### config.mk
export PLATFORM = sky130hd
export DESIGN_NAME = stack_unit
export DESIGN_NICKNAME = d
export VERILOG_FILES = /design/src/rtl/stack_unit.sv
export SDC_FILE = /design/constraint.sdc
export NUM_CORES = 1
export LEC_CHECK = 0
export ABC_CLOCK_PERIOD_IN_PS = 7300
export BUFFER_PORTS_ARGS = -buffer_cell sky130_fd_sc_hd__buf_2
export CAP_MARGIN = 20
export CORE_MARGIN = 2
export CORE_UTILIZATION = 25
export DETAILED_ROUTE_END_ITERATION = 6
export PLACE_DENSITY_LB_ADDON = 0.1
export SYNTH_ARGS = -nofsm -noshare
export SYNTH_HDL_FRONTEND = slang
export SYNTH_SLANG_ARGS = --single-unit
### constraint.sdc
create_clock -name clk -period 7.3 [get_ports clk]
set_clock_uncertainty 0.15 [all_clocks]
set_input_delay 0.73 -clock clk [delete_from_list [all_inputs] [get_ports clk]]
set_output_delay 0.73 -clock clk [all_outputs]
set_load 0.01 [all_outputs]
### src/rtl/stack_unit.sv
// Stack responder for decode-stage PUSH/POP commands: owns SP and splits
// 32-bit values into two 16-bit word accesses on a single-ported memory.
//
// state    | meaning
// ---------+-----------------------------------------------------------
// IDLE     | ready for a command; bounds-checked at acceptance
// PUSH_HI  | write upper half of a 32-bit push at sp, sp--
// PUSH_LO  | write lower (or only) word at sp, sp--
// POP_RD0  | read low word of a 32-bit pop at sp+1, sp++
// POP_RD1  | read high (or only) word at sp+1, sp++; capture low word
// POP_DONE | capture last read word into rsp_data
module stack_unit #(
  parameter int ADDR_W      = 11,
  parameter int STACK_TOP   = 2047,
  parameter int STACK_LIMIT = 1024
) (
  input  logic              clk,
  input  logic              reset,
  input  logic              req_valid,
  output logic              req_ready,
  input  logic [1:0]        req_op,
  input  logic [31:0]       req_data,
  output logic              rsp_valid,
  output logic              rsp_err,
  output logic [31:0]       rsp_data,
  output logic [ADDR_W-1:0] mem_addr,
  output logic [15:0]       mem_wdata,
  output logic              mem_we,
  output logic              mem_re,
  input  logic [15:0]       mem_rdata,
  output logic [ADDR_W-1:0] sp
);

  typedef enum logic [2:0] {
    S_IDLE, S_PUSH_HI, S_PUSH_LO, S_POP_RD0, S_POP_RD1, S_POP_DONE
  } state_t;

  localparam logic [ADDR_W-1:0] SP_RST  = ADDR_W'(STACK_TOP);
  localparam logic [ADDR_W-1:0] ONE     = ADDR_W'(1);
  localparam logic [ADDR_W:0]   TOP_X   = (ADDR_W+1)'(STACK_TOP);
  localparam logic [ADDR_W:0]   LIMIT_X = (ADDR_W+1)'(STACK_LIMIT);
  localparam logic [ADDR_W:0]   ONE_X   = (ADDR_W+1)'(1);
  localparam logic [ADDR_W:0]   TWO_X   = (ADDR_W+1)'(2);

  state_t              r_state, w_next;
  logic [ADDR_W-1:0]   r_sp;
  logic                r_wide;
  logic [31:0]         r_data;
  logic [15:0]         r_lo;
  logic                r_rsp_valid, r_rsp_err;
  logic [31:0]         r_rsp_data;

  logic [ADDR_W:0]     w_n, w_sp_x;
  logic                w_accept, w_push_ok, w_pop_ok, w_ok, w_done;

  // Bounds compares are done one bit wider and rearranged so nothing can wrap.
  assign w_n       = req_op[0] ? TWO_X : ONE_X;
  assign w_sp_x    = {1'b0, r_sp};
  assign w_push_ok = (w_sp_x + ONE_X) >= (LIMIT_X + w_n);
  assign w_pop_ok  = TOP_X >= (w_sp_x + w_n);
  assign w_ok      = req_op[1] ? w_pop_ok : w_push_ok;
  assign w_accept  = req_valid && (r_state == S_IDLE);

  always_comb begin
    w_next    = r_state;
    mem_we    = 1'b0;
    mem_re    = 1'b0;
    mem_addr  = r_sp;
    mem_wdata = r_data[15:0];
    w_done    = 1'b0;
    case (r_state)
      S_IDLE: begin
        if (w_accept && w_ok) begin
          case (req_op)
            2'b00:   w_next = S_PUSH_LO;
            2'b01:   w_next = S_PUSH_HI;
            2'b10:   w_next = S_POP_RD1;
            default: w_next = S_POP_RD0;
          endcase
        end
      end
      S_PUSH_HI: begin
        mem_we    = 1'b1;
        mem_wdata = r_data[31:16];
        w_next    = S_PUSH_LO;
      end
      S_PUSH_LO: begin
        mem_we = 1'b1;
        w_done = 1'b1;
        w_next = S_IDLE;
      end
      S_POP_RD0: begin
        mem_re   = 1'b1;
        mem_addr = r_sp + ONE;
        w_next   = S_POP_RD1;
      end
      S_POP_RD1: begin
        mem_re   = 1'b1;
        mem_addr = r_sp + ONE;
        w_next   = S_POP_DONE;
      end
      S_POP_DONE: begin
        w_done = 1'b1;
        w_next = S_IDLE;
      end
      default: w_next = S_IDLE;
    endcase
  end

  always_ff @(posedge clk or negedge reset) begin
    if (!reset) begin
      r_state     <= S_IDLE;
      r_sp        <= SP_RST;
      r_wide      <= 1'b0;
      r_data      <= '0;
      r_lo        <= '0;
      r_rsp_valid <= 1'b0;
      r_rsp_err   <= 1'b0;
      r_rsp_data  <= '0;
    end else begin
      r_state     <= w_next;
      r_rsp_valid <= w_done || (w_accept && !w_ok);
      r_rsp_err   <= w_accept && !w_ok;
      if (w_accept) begin
        r_wide <= req_op[0];
        r_data <= req_data;
      end
      if (mem_we)
        r_sp <= r_sp - ONE;
      else if (mem_re)
        r_sp <= r_sp + ONE;
      // In POP_RD1 the word on mem_rdata is the low half read in POP_RD0.
      if (r_state == S_POP_RD1)
        r_lo <= mem_rdata;
      if (r_state == S_POP_DONE)
        r_rsp_data <= r_wide ? {mem_rdata, r_lo} : {16'h0000, mem_rdata};
    end
  end

  assign req_ready = (r_state == S_IDLE);
  assign rsp_valid = r_rsp_valid;
  assign rsp_err   = r_rsp_err;
  assign rsp_data  = r_rsp_data;
  assign sp        = r_sp;

endmodule

==> out/metrics.yaml <==
sta:
  clock.fmax_mhz: 260
  finalSetupTns_ns: 0
  maxSlewViolCount: 0
  hold_ws_ns: 0.263
  worst_pin_slew_ns: 1.02
  fin_crit_ns: 3.85
  hold_viol: 0
  min_period_over_period_pct: 52.7
  relSlewSlack_pct: 32.1
  setup_viol: 0
  rsz0062_at_grt: "no"
route:
  drt.antenna.violating_nets: 0
  routedWlPerCell_um: 15.0
  drt-total-wl_um: 11400
  vias: 3437
  drt_first_pass_iters: 4
  drt-initial-drc-count: 87
  drc: 0
  via_per_inst: 4.49
setup_path:
  r2r_start: "r_state[2]$_DFFE_PN0P_"
  crit_fanout: 18
  setup.worst_path.start_class: "register"
  r2r_end: "sp[6]$_DFFE_PN1P_"
  path_class: "reg2out"
  worstPathRequired_ns: 6.42
  endpoint_kind: "output port"
  r2r_slack_ns: 4.48
  critPathArrivalTime_ns: 2.97
  reg2reg_depth: 6
floorplan:
  start_util_pct: 25.4
  die-area_sq_um: 20000
  die_w_um: 141
  core_area_sq_um: 18600
  fp-row-count: 50
  ios: 128
  fp.dieH_um: 141
grt:
  grt_pass1_wl_um: 18400
  grt_pass1_vias: 3502
  grt_overflow: 0
  track_usage_pct: 11.7
  antenna_found_initial: 1
  grt_max_degree: 65
power_and_ir_drop:
  power.switching_mw: 1.02
  ir_drop_v: 0.000145
  p_per_area_nw_per_um2: 460
  leakage_nw: 2.71
  pwr-share-seq_pct: 39.6
  power_frac_comb_pct: 42.6
  swShare_pct: 37.9
  intPower_mw: 1.67
  power_frac_clock_pct: 17.8
placement:
  io_buffers: 127
  hpwl_um: 8100
  routabilityCongestion: 0.731
clocking:
  clk_pin_slew_ns: 0.07
  post_cts_buffers: 0
  htree_levels: 3
  cts_tree: "yes"
  cts_resized: 0
  cts_made_buffers: 9
  cts_hold_repair.buffers: 0
  cts_sinks: 97
  clock_path_buffers: 2
  cts_root_buf: "clkbuf_16"
  clk_latency_ns: 0.34
final_layout:
  syn_to_final_growth_pct: 23.9
  nNetsFinal: 589
  post-route-util_pct: 31.4
  antenna_cells: 0
  layout-drive-gt1-share_pct: 41.8
logic_synthesis:
  synth.avg_cell_area_sq_um: 11.4
  ys_ff_latch: 97
  yosys_warnings: 0
  synth_edf_count: 0
  synthTopCellsByArea: "dfrtp_1, mux2_2, dfstp_2"
  ys.flop_type: "dfrtp_1"
  syn_nets: 476
  async_reset_ff_share_pct: 100
  ys_seq_area_share_pct: 51.8
  netlist.top_cell.by_area: "dfrtp_1"
  synth.cell_area_sq_um: 4710
  synthDistinctLibCells: 47
  syn_inst: 415
  yosysTopAreaCellShare_pct: 45.6
worst_hold_path:
  hold_class: "in2async"
flow_run:
  max-cap-violations: 0
run_status:
  status: "completed"
-- worst max-delay path by stage --
stage | startpoint | endpoint | slack, ns
floorplan | r_state[0]$_DFFE_PN0P_ | mem_addr[6] | 4.70
global placement | r_state[2]$_DFFE_PN0P_ | mem_addr[6] | 3.74
detailed placement | r_state[2]$_DFFE_PN0P_ | mem_addr[6] | 3.69
CTS | r_state[2]$_DFFE_PN0P_ | mem_addr[6] | 3.32
global route | r_state[2]$_DFFE_PN0P_ | mem_addr[6] | 3.13
finish | r_state[2]$_DFFE_PN0P_ | mem_addr[6] | 3.45
-- cells in the final DEF (no fill, tap or decap), types with 2 or more instances in the layout --
| master | Yosys | layout |
|---|---|---|
| a21oi_1 | 3 | 3 |
| buf_2 | 7 | 126 |
| buf_4 | 4 | 5 |
| clkbuf_16 | 0 | 9 |
| clkinvlp_4 | 0 | 2 |
| dfrtp_1 | 86 | 86 |
| dfstp_2 | 11 | 11 |
| ha_1 | 8 | 8 |
| inv_1 | 8 | 8 |
| mux2_1 | 11 | 11 |
| mux2_2 | 54 | 54 |
| mux2i_1 | 17 | 17 |
| nand2_1 | 62 | 62 |
| nand2b_4 | 3 | 3 |
| nand3_1 | 6 | 6 |
| nand4_1 | 3 | 3 |
| nor2_1 | 17 | 16 |
| nor3_1 | 2 | 2 |
| nor4_1 | 2 | 2 |
| o21ai_0 | 34 | 34 |
| o21ai_1 | 5 | 5 |
| o22ai_1 | 3 | 3 |
| o31ai_1 | 2 | 2 |
| o31ai_2 | 2 | 2 |
| or2_1 | 3 | 3 |
| or3_1 | 2 | 2 |
| xnor2_1 | 14 | 14 |
| xor2_1 | 10 | 10 |
-- through the flow --
step / std cells / setup WS, ns / total power, mW / area (sq um)
2_1_floorplan: 415 / 4.70 / 1.82 / 4710
3_5_place_dp: 751 / 3.69 / 2.25 / 5550
4_1_cts: 765 / 3.32 / 2.75 / 5840
6_report: 765 / 3.45 / 2.69 / 5840
3_3_place_gp: 751 / 3.74 / 2.22 / 5550
5_1_grt: 765 / 3.13 / 2.90 / 5840
-- registers in the layout (all words and copies together), names as in the netlist --
signal,cells
r_lo,16
r_wide,1
rsp_data,32
rsp_valid,1
r_data,32
rsp_err,1
r_state,3
sp,11
-- worst max-delay path, cell delays in order (launching register included) --
cell      delay, ns
dfrtp_1        0.61
nor3b_4        0.88
or2_1          0.47
nand2b_4       0.13
or2_1          0.27
xnor2_1        0.13
buf_2          0.14
-- cells in the mapped netlist, types with 2 or more instances --
library cell,instances
buf_2,7
o31ai_1,2
dfrtp_1,86
nor4_1,2
o31ai_2,2
clkbuf_1,16
inv_1,8
or3_1,2
buf_4,4
nand2b_4,3
or2_1,3
o21ai_1,5
nor3_1,2
mux2_1,11
mux2i_1,17
nand3_1,6
nand4_1,3
nand2_1,62
mux2_2,54
xnor2_1,14
a21oi_1,3
ha_1,8
xor2_1,10
dfstp_2,11
nor2_1,17
o22ai_1,3
o21ai_0,34
-- cell families (layout without fill, tap and decap cells) --
group / count (synthesis) / after routing / synth area share (%)
buf+inv: 37 / 153 / 3.48
flops: 97 / 97 / 51.8
xor+xnor: 24 / 24 / 4.46
mux: 82 / 82 / 19.1
simple gates: 109 / 109 / 11.1
fa+ha+maj: 8 / 8 / 2.12
compound gates: 58 / 58 / 7.91
-- final cells by class --
class	count	area (sq um)
fill	1912	12700
sequential	97	2440
multi-input combinational	281	2120
timing repair buffer	131	668
tap	234	293
clock buffer	10	239
clock inverter	4	53.8
inverter	8	30.0
-- power groups by stage --
stage | registers, mW | logic, mW | clock network (mW)
floorplan | 1.01 | 0.812 | 0
global placement | 1.06 | 1.16 | 0
detailed placement | 1.08 | 1.17 | 0
CTS | 1.07 | 1.17 | 0.506
global route | 1.11 | 1.27 | 0.524
finish | 1.06 | 1.14 | 0.480
-- metal layers --
| layer | part of all wire (%) | vias to the layer above | global-route usage (%) |
|---|---|---|---|
| met2 | 49 | 80 | 20.2 |
| met1 | 45 | 1680 | 14.1 |
| met4 | 1.9 | 2 | 4.26 |
| met3 | 4.8 | 15 | 3.17 |
| li1 | - | 1660 | - |
| met5 | 0.11 | - | 0 |
(Power assumes the default switching activity.)
